**src/rtl/crc16_frame_engine.sv**
```systemverilog
// crc16_frame_engine: streaming CRC-16 generate/check engine, 1..DATA_BYTES bytes per beat.
// Optional saturating check-failure counter (err_cnt) enabled by defining CRC16_FRAME_ERRCNT_EN.
module crc16_frame_engine #(
    parameter logic [15:0] POLY       = 16'h8005,
    parameter logic [15:0] INIT       = 16'hFFFF,
    parameter bit          REFIN      = 1'b1,
    parameter bit          REFOUT     = 1'b1,
    parameter logic [15:0] XOROUT     = 16'h0000,
    parameter logic [15:0] RESIDUE    = 16'h0000,
    parameter int          DATA_BYTES = 1
) (
    input  logic                    sclk,
    input  logic                    reset_n,
    input  logic                    start,
    input  logic                    mode,
    input  logic                    in_valid,
    output logic                    in_ready,
    input  logic [8*DATA_BYTES-1:0] in_data,
    input  logic [DATA_BYTES-1:0]   in_keep,
    input  logic                    in_last,
    output logic                    out_valid,
    input  logic                    out_ready,
    output logic [7:0]              out_data,
    output logic                    out_last,
    output logic [15:0]             crc_value,
    output logic                    done,
    output logic                    crc_ok,
    output logic                    busy
`ifdef CRC16_FRAME_ERRCNT_EN
    ,
    output logic [7:0]              err_cnt
`endif
);
    typedef enum logic [2:0] {IDLE, ACC, EMIT_LO, EMIT_HI, FIN} state_t;

    state_t      r_state, w_state_nx;
    logic [15:0] r_crc, w_crc_nx, w_refl;
    logic        r_mode, r_ok, w_run;

    function automatic logic [15:0] f_byte(input logic [15:0] c, input logic [7:0] b);
        logic [15:0] v;
        v = c;
        for (int i = 0; i < 8; i++) v[15-i] = c[15-i] ^ (REFIN ? b[i] : b[7-i]);
        for (int i = 0; i < 8; i++) v = v[15] ? ({v[14:0], 1'b0} ^ POLY) : {v[14:0], 1'b0};
        return v;
    endfunction

    // Lanes absorb in order; the first cleared keep bit masks every lane above it.
    always_comb begin
        w_crc_nx = r_crc;
        w_run    = 1'b1;
        for (int i = 0; i < DATA_BYTES; i++) begin
            w_run = w_run & in_keep[i];
            if (w_run) w_crc_nx = f_byte(w_crc_nx, in_data[8*i +: 8]);
        end
    end

    assign w_refl    = {<<{r_crc}};
    assign crc_value = (REFOUT ? w_refl : r_crc) ^ XOROUT;
    assign crc_ok    = r_ok;

    always_comb begin
        w_state_nx = r_state;
        in_ready   = r_state == ACC;
        busy       = r_state != IDLE;
        out_valid  = (r_state == EMIT_LO) || (r_state == EMIT_HI);
        out_last   = r_state == EMIT_HI;
        out_data   = (r_state == EMIT_LO) ? crc_value[7:0] : (r_state == EMIT_HI) ? crc_value[15:8] : 8'h00;
        done       = (r_state == FIN) && !start;
        case (r_state)
            ACC:     if (in_valid && in_last) w_state_nx = r_mode ? FIN : EMIT_LO;
            EMIT_LO: if (out_ready) w_state_nx = EMIT_HI;
            EMIT_HI: if (out_ready) w_state_nx = FIN;
            FIN:     w_state_nx = IDLE;
            default: w_state_nx = IDLE;
        endcase
        if (start) w_state_nx = ACC;
    end

    always_ff @(posedge sclk or negedge reset_n) begin
        if (!reset_n) r_state <= IDLE;
        else          r_state <= w_state_nx;
    end

    always_ff @(posedge sclk or negedge reset_n) begin
        if (!reset_n) begin
            r_crc  <= INIT;
            r_mode <= 1'b0;
            r_ok   <= 1'b0;
        end else if (start) begin
            r_crc  <= INIT;
            r_mode <= mode;
            r_ok   <= 1'b0;
        end else begin
            if (r_state == ACC && in_valid) r_crc <= w_crc_nx;
            if (r_state == FIN && r_mode) r_ok <= r_crc == RESIDUE;
        end
    end

`ifdef CRC16_FRAME_ERRCNT_EN
    logic [7:0] r_err;
    assign err_cnt = r_err;
    always_ff @(posedge sclk or negedge reset_n) begin
        if (!reset_n) r_err <= 8'h00;
        else if (done && r_mode && r_crc != RESIDUE && r_err != 8'hFF) r_err <= r_err + 8'h01;
    end
`endif
endmodule

```
**config.mk**
```make
export PLATFORM = sky130hd
export DESIGN_NAME = crc16_frame_engine
export DESIGN_NICKNAME = d
export VERILOG_FILES = /design/src/rtl/crc16_frame_engine.sv
export SDC_FILE = /design/constraint.sdc
export NUM_CORES = 1
export LEC_CHECK = 0
export BUFFER_PORTS_ARGS = -buffer_cell sky130_fd_sc_hd__buf_4
export CAP_MARGIN = 20
export CORE_ASPECT_RATIO = 1.1
export CORE_MARGIN = 5
export CORE_UTILIZATION = 44
export DETAILED_ROUTE_END_ITERATION = 7
export MAX_ROUTING_LAYER = met4
export PLACE_DENSITY = 0.78
export SYNTH_ARGS = -nofsm -noshare
export SYNTH_HDL_FRONTEND = slang
export SYNTH_SLANG_ARGS = --single-unit
```
**constraint.sdc**
```tcl
create_clock -name sclk -period 2.2 [get_ports sclk]
set_input_delay 0.11 -clock sclk [delete_from_list [all_inputs] [get_ports sclk]]
set_output_delay 0.11 -clock sclk [all_outputs]
set_load 0.01 [all_outputs]
```
# Word-level counts from Yosys, hierarchy flattened
# Cells that the tools add are included.
# totals
reg_bits	21
in_bits	16
out_inout_bits	30
elab_cells	61
# op_classes
n_eq_ne	7
mux	21
bitwise_logic	16
reduce_logical	13
# ops
cell	count
16-bit 2-to-1 mux	11
3-bit inverter	8
16-bit logical NOT	1
8-bit 2-to-1 mux	2
3-bit 2-to-1 mux	5
3-bit case mux with 3 select lines	1
1-bit XOR	8
3-bit by 2-bit == test with 1-bit output, second input constant	2
3-bit inequality test, second input constant	2
2-bit nonzero test	3
1-bit logical AND	4
3-bit by 1-bit == test with 1-bit output, second input constant	1
3-bit == test, second input constant	1
3-bit by 2-bit inequality test with 1-bit output, second input constant	1
3-bit AND reduction	1
3-bit nonzero test	1
1-bit 2-to-1 mux	2
2-bit AND reduction	1
1-bit logical NOT	1
1-bit logical OR	1

# Depth between registers and ports, before layout
# logic_depth
depth_word	20
ltp_mapped	6
depth_no_buf	5

# Worst setup path after synthesis
# No wires, ideal clock.
# synth_timing
kind	register -> register
from	register r_crc[14]
to	register r_crc[0]
setup_time_ns	0.083
arrival_time_ns	1.981
required_ns	2.117
slack_ns	0.136
stages_incl_launch_ff	6
path_buffers	0
synth_period_minus_slack_ns	2.064
cell_sequence	dfstp_2 xnor2_1 xor2_1 xnor3_2 or4_1 o311a_1
# synth_via
elab_chain_cells	13
# synth_rtl
element	line	source
start: declaration	37	logic [15:0] r_crc, w_crc_nx, w_refl;
start signal: assignment	95	if (r_state == ACC && in_valid) r_crc <= w_crc_nx;
1-bit XOR (*)	43	for (int i = 0; i < 8; i++) v[15-i] = c[15-i] ^ (REFIN ? b[i] : b[7-i]);
3-bit inverter (no source line)	-	
16-bit 2-to-1 mux (*) (8 in series)	44	for (int i = 0; i < 8; i++) v = v[15] ? ({v[14:0], 1'b0} ^ POLY) : {v[14:0], 1'b0};
16-bit 2-to-1 mux (*)	54	if (w_run) w_crc_nx = f_byte(w_crc_nx, in_data[8*i +: 8]);
16-bit 2-to-1 mux (*)	95	
16-bit 2-to-1 mux (*)	90	end else if (start) begin
# Every way passes the cells marked *; elsewhere a longest branch is shown, timed or not. The select of a mux whose other input is x is not followed.
# A chain may end at the register's enable or synchronous reset.

# Final worst setup path
# Ends and elaborated chain as after synthesis.

==> reports/results.ini <==
[status]
status=completed

[timing]
report.final.slew_viol_count=0
rsz0062_at_grt=false
final.min_clock_period_ns=2.16
finalCritPeriodShare_pct=98.4
fin_skew_ns=0.00138
slew_headroom_pct=64.5
setup_viol=0
worst_slew_pin_slew_ns=0.531
finalHoldViolCount=0
finalSetupTns_ns=0
fmaxAchievable_mhz=462

[logic_synthesis]
avgSynthCellArea_um2=9.41
synth_top_family_by_area=simple AND/OR/NAND/NOR gates
synth_xor_area_share_pct=15.2
synth-compound-area-share_pct=9.38
synth_cell_types=32
syn-cell-area_um2=1310
synth-simple-area-share_pct=23.2
synth.mux.area_fraction_pct=6.99
synth_seq_area_share_pct=41.7
mappedNetlistNets=155
synthAdderAreaFrac_pct=0
synth-warning-count=0
syn_inst=139
ys_ff_latch=21

[cts]
cts_buffer_depth=2
clk_pin_slew_worst_paths_ns=0.12
cts_root_buffer=clkbuf_4
clock_sinks=21
cts-resized-gates=0
tritoncts=yes
htreeDepth=1
cts_buffers=3
insertion_delay_ns=0.30

[final_layout]
utilization_pct=60.8
nets=199
final.fill_count=241
final_cell_mix=buf_4, nor2_1, xnor2_1, dfstp_2, nand2_1
drive_gt1_share_pct=38.5
layout_commonest_cell=buf_4
fin_area_um2=1700
multi_input_area_um2=716
diodes=0
seqCellArea_um2=546
syn_to_final_growth_pct=30.2

[routing]
ant_nets=0
drt-total-wl_um=3310
drt-wirelength-per-cell_um=15.4
drc=0
dr.pass1.iters=4
vias=1164
drtIter0Drc=59
via_per_inst=5.41

[place]
dp_hpwl_um=2550
place.gp.congestion=0.919
port_buffers=45
dpl_cell_area_um2=1670

[grt]
grt_overflow=0
grt_util_all_layers_pct=17.4
grt_antenna_before_repair=0
grt_max_degree=27
grt_pass1_wl_um=5240
grt_pass1_vias=1121

[worst_setup_path]
crit_path_end_kind=flop
cp_data_required_time_ns=2.44
crit_path_max_fanout=5
cp-start-kind=flop
worstSetupPathType=flop to flop
cp_data_arrival_time_ns=2.40

[power_and_ir_drop]
p_per_area_nw_per_um2=638
total_leakage_power_nw=0.785
peakVddDrop_v=0.000502

[run]
max_cap_viol_count=0

[worst_hold_path]
hp-class=input port to flop

[die]
num_rows=20
die_w_um=62.0
die_height_um=67.2
io_pins=46
core_area_um2=2800
dieArea_um2=4160
initial_core_util_pct=46.7

[worst max-delay path, cell delays in order, from the launching register on]
cell and delay [ns]:
dfstp_2 0.60, xnor2_1 0.19, xor2_1 0.25, xnor3_2 0.51, or4_1 0.41, o311a_1 0.14
[worst paths after layout]
check | slack, ns | depth (start not counted) | end | start
worst max-delay path | 0.04 | 5 | r_crc[0]$_DFFE_PN1P_ | r_crc[14]$_DFFE_PN1P_
worst min-delay path | 0.03 | 2 | r_mode$_DFFE_PN0P_ | mode
worst max register to register | 0.04 | 5 | r_crc[0]$_DFFE_PN1P_ | r_crc[14]$_DFFE_PN1P_
worst min register to register | 0.52 | 2 | r_crc[13]$_DFFE_PN1P_ | r_crc[5]$_DFFE_PN1P_
max in group asynchronous | 1.71 | 2 | r_crc[15]$_DFFE_PN1P_ | reset_n
min in group asynchronous | 0.21 | 2 | r_state[1]$_DFFE_PN0P_ | reset_n
[per-layer routing]
| layer | track usage (%) | vias to the layer above | wire, um |
|---|---|---|---|
| li1 | - | 575 | - |
| met1 | 22.1 | 543 | 1380 |
| met2 | 27.5 | 39 | 1660 |
| met3 | 3.44 | 7 | 217 |
| met4 | 5.84 | 0 | 47 |
| met5 | - | - | 0 |
[sequential cells by signal (all words and copies together) (netlist names)]
register and cells:
r_crc 16, r_mode 1, crc_ok 1, r_state 3
[Yosys cell counts, drive strengths merged]
| cell | instances | area, um^2 |
|---|---|---|
| a211o | 8 | 70.1 |
| a21oi | 3 | 15.0 |
| a31oi | 1 | 6.26 |
| a41oi | 1 | 8.76 |
| and3 | 1 | 6.26 |
| and4b | 1 | 11.3 |
| buf | 1 | 5.00 |
| clkbuf | 8 | 30.0 |
| dfrtp | 5 | 125 |
| dfstp | 16 | 420 |
| inv | 3 | 11.3 |
| mux2 | 1 | 11.3 |
| mux2i | 8 | 80.1 |
| nand2 | 12 | 45.0 |
| nand2b | 1 | 6.26 |
| nand3 | 2 | 15.0 |
| nand3b | 5 | 37.5 |
| nand4 | 2 | 12.5 |
| nor2 | 23 | 86.3 |
| nor3 | 3 | 15.0 |
| nor3b | 1 | 7.51 |
| nor4 | 6 | 37.5 |
| nor4b | 1 | 8.76 |
| o21ai | 1 | 5.00 |
| o21bai | 1 | 7.51 |
| o311a | 1 | 10.0 |
| or3 | 1 | 6.26 |
| or4 | 1 | 7.51 |
| xnor2 | 17 | 149 |
| xnor3 | 1 | 23.8 |
| xor2 | 3 | 26.3 |
[report_power, final]
group	internal, mW	total [mW]	switching, mW
logic	0.207	0.406	0.199
registers	0.444	0.493	0.0497
clock network	0.0706	0.188	0.117
total	0.722	1.09	0.365
[final cells by class]
type	count	area share [%]
multi-input combinational	106	42.0
timing repair buffer	48	21.3
tap	33	2.42
inverter	3	0.661
sequential	21	32.0
clock buffer	4	1.54
[cell families (layout without fill, tap and decap cells)]
kind of cell           count (synthesis)  after routing
AO/OA/AOI/OAI                         16             16
XOR/XNOR                              21             21
buffers and inverters                 12             55
flip-flops                            21             21
multiplexers                           9              9
AND/OR/NAND/NOR                       60             60
[repair_timing]
item	in CTS	in global routing
setup buffers	0	0
hold endpoints to repair	21	0
endpoints found under the setup margin	0	0
hold buffers	1	0
[stage by stage]
step	cells	power, mW	setup slack (ns)	hold WS, ns
global placement	210	0.896	0.125	0.00780
global route	215	1.16	0.00545	0.0146
finish	215	1.09	0.0362	0.0335
CTS	215	1.10	0.0439	0.0206
floorplan	139	0.755	0.136	-0.186
detailed placement	210	0.906	0.0565	0.0119
Power figures use the tool's default switching activity.
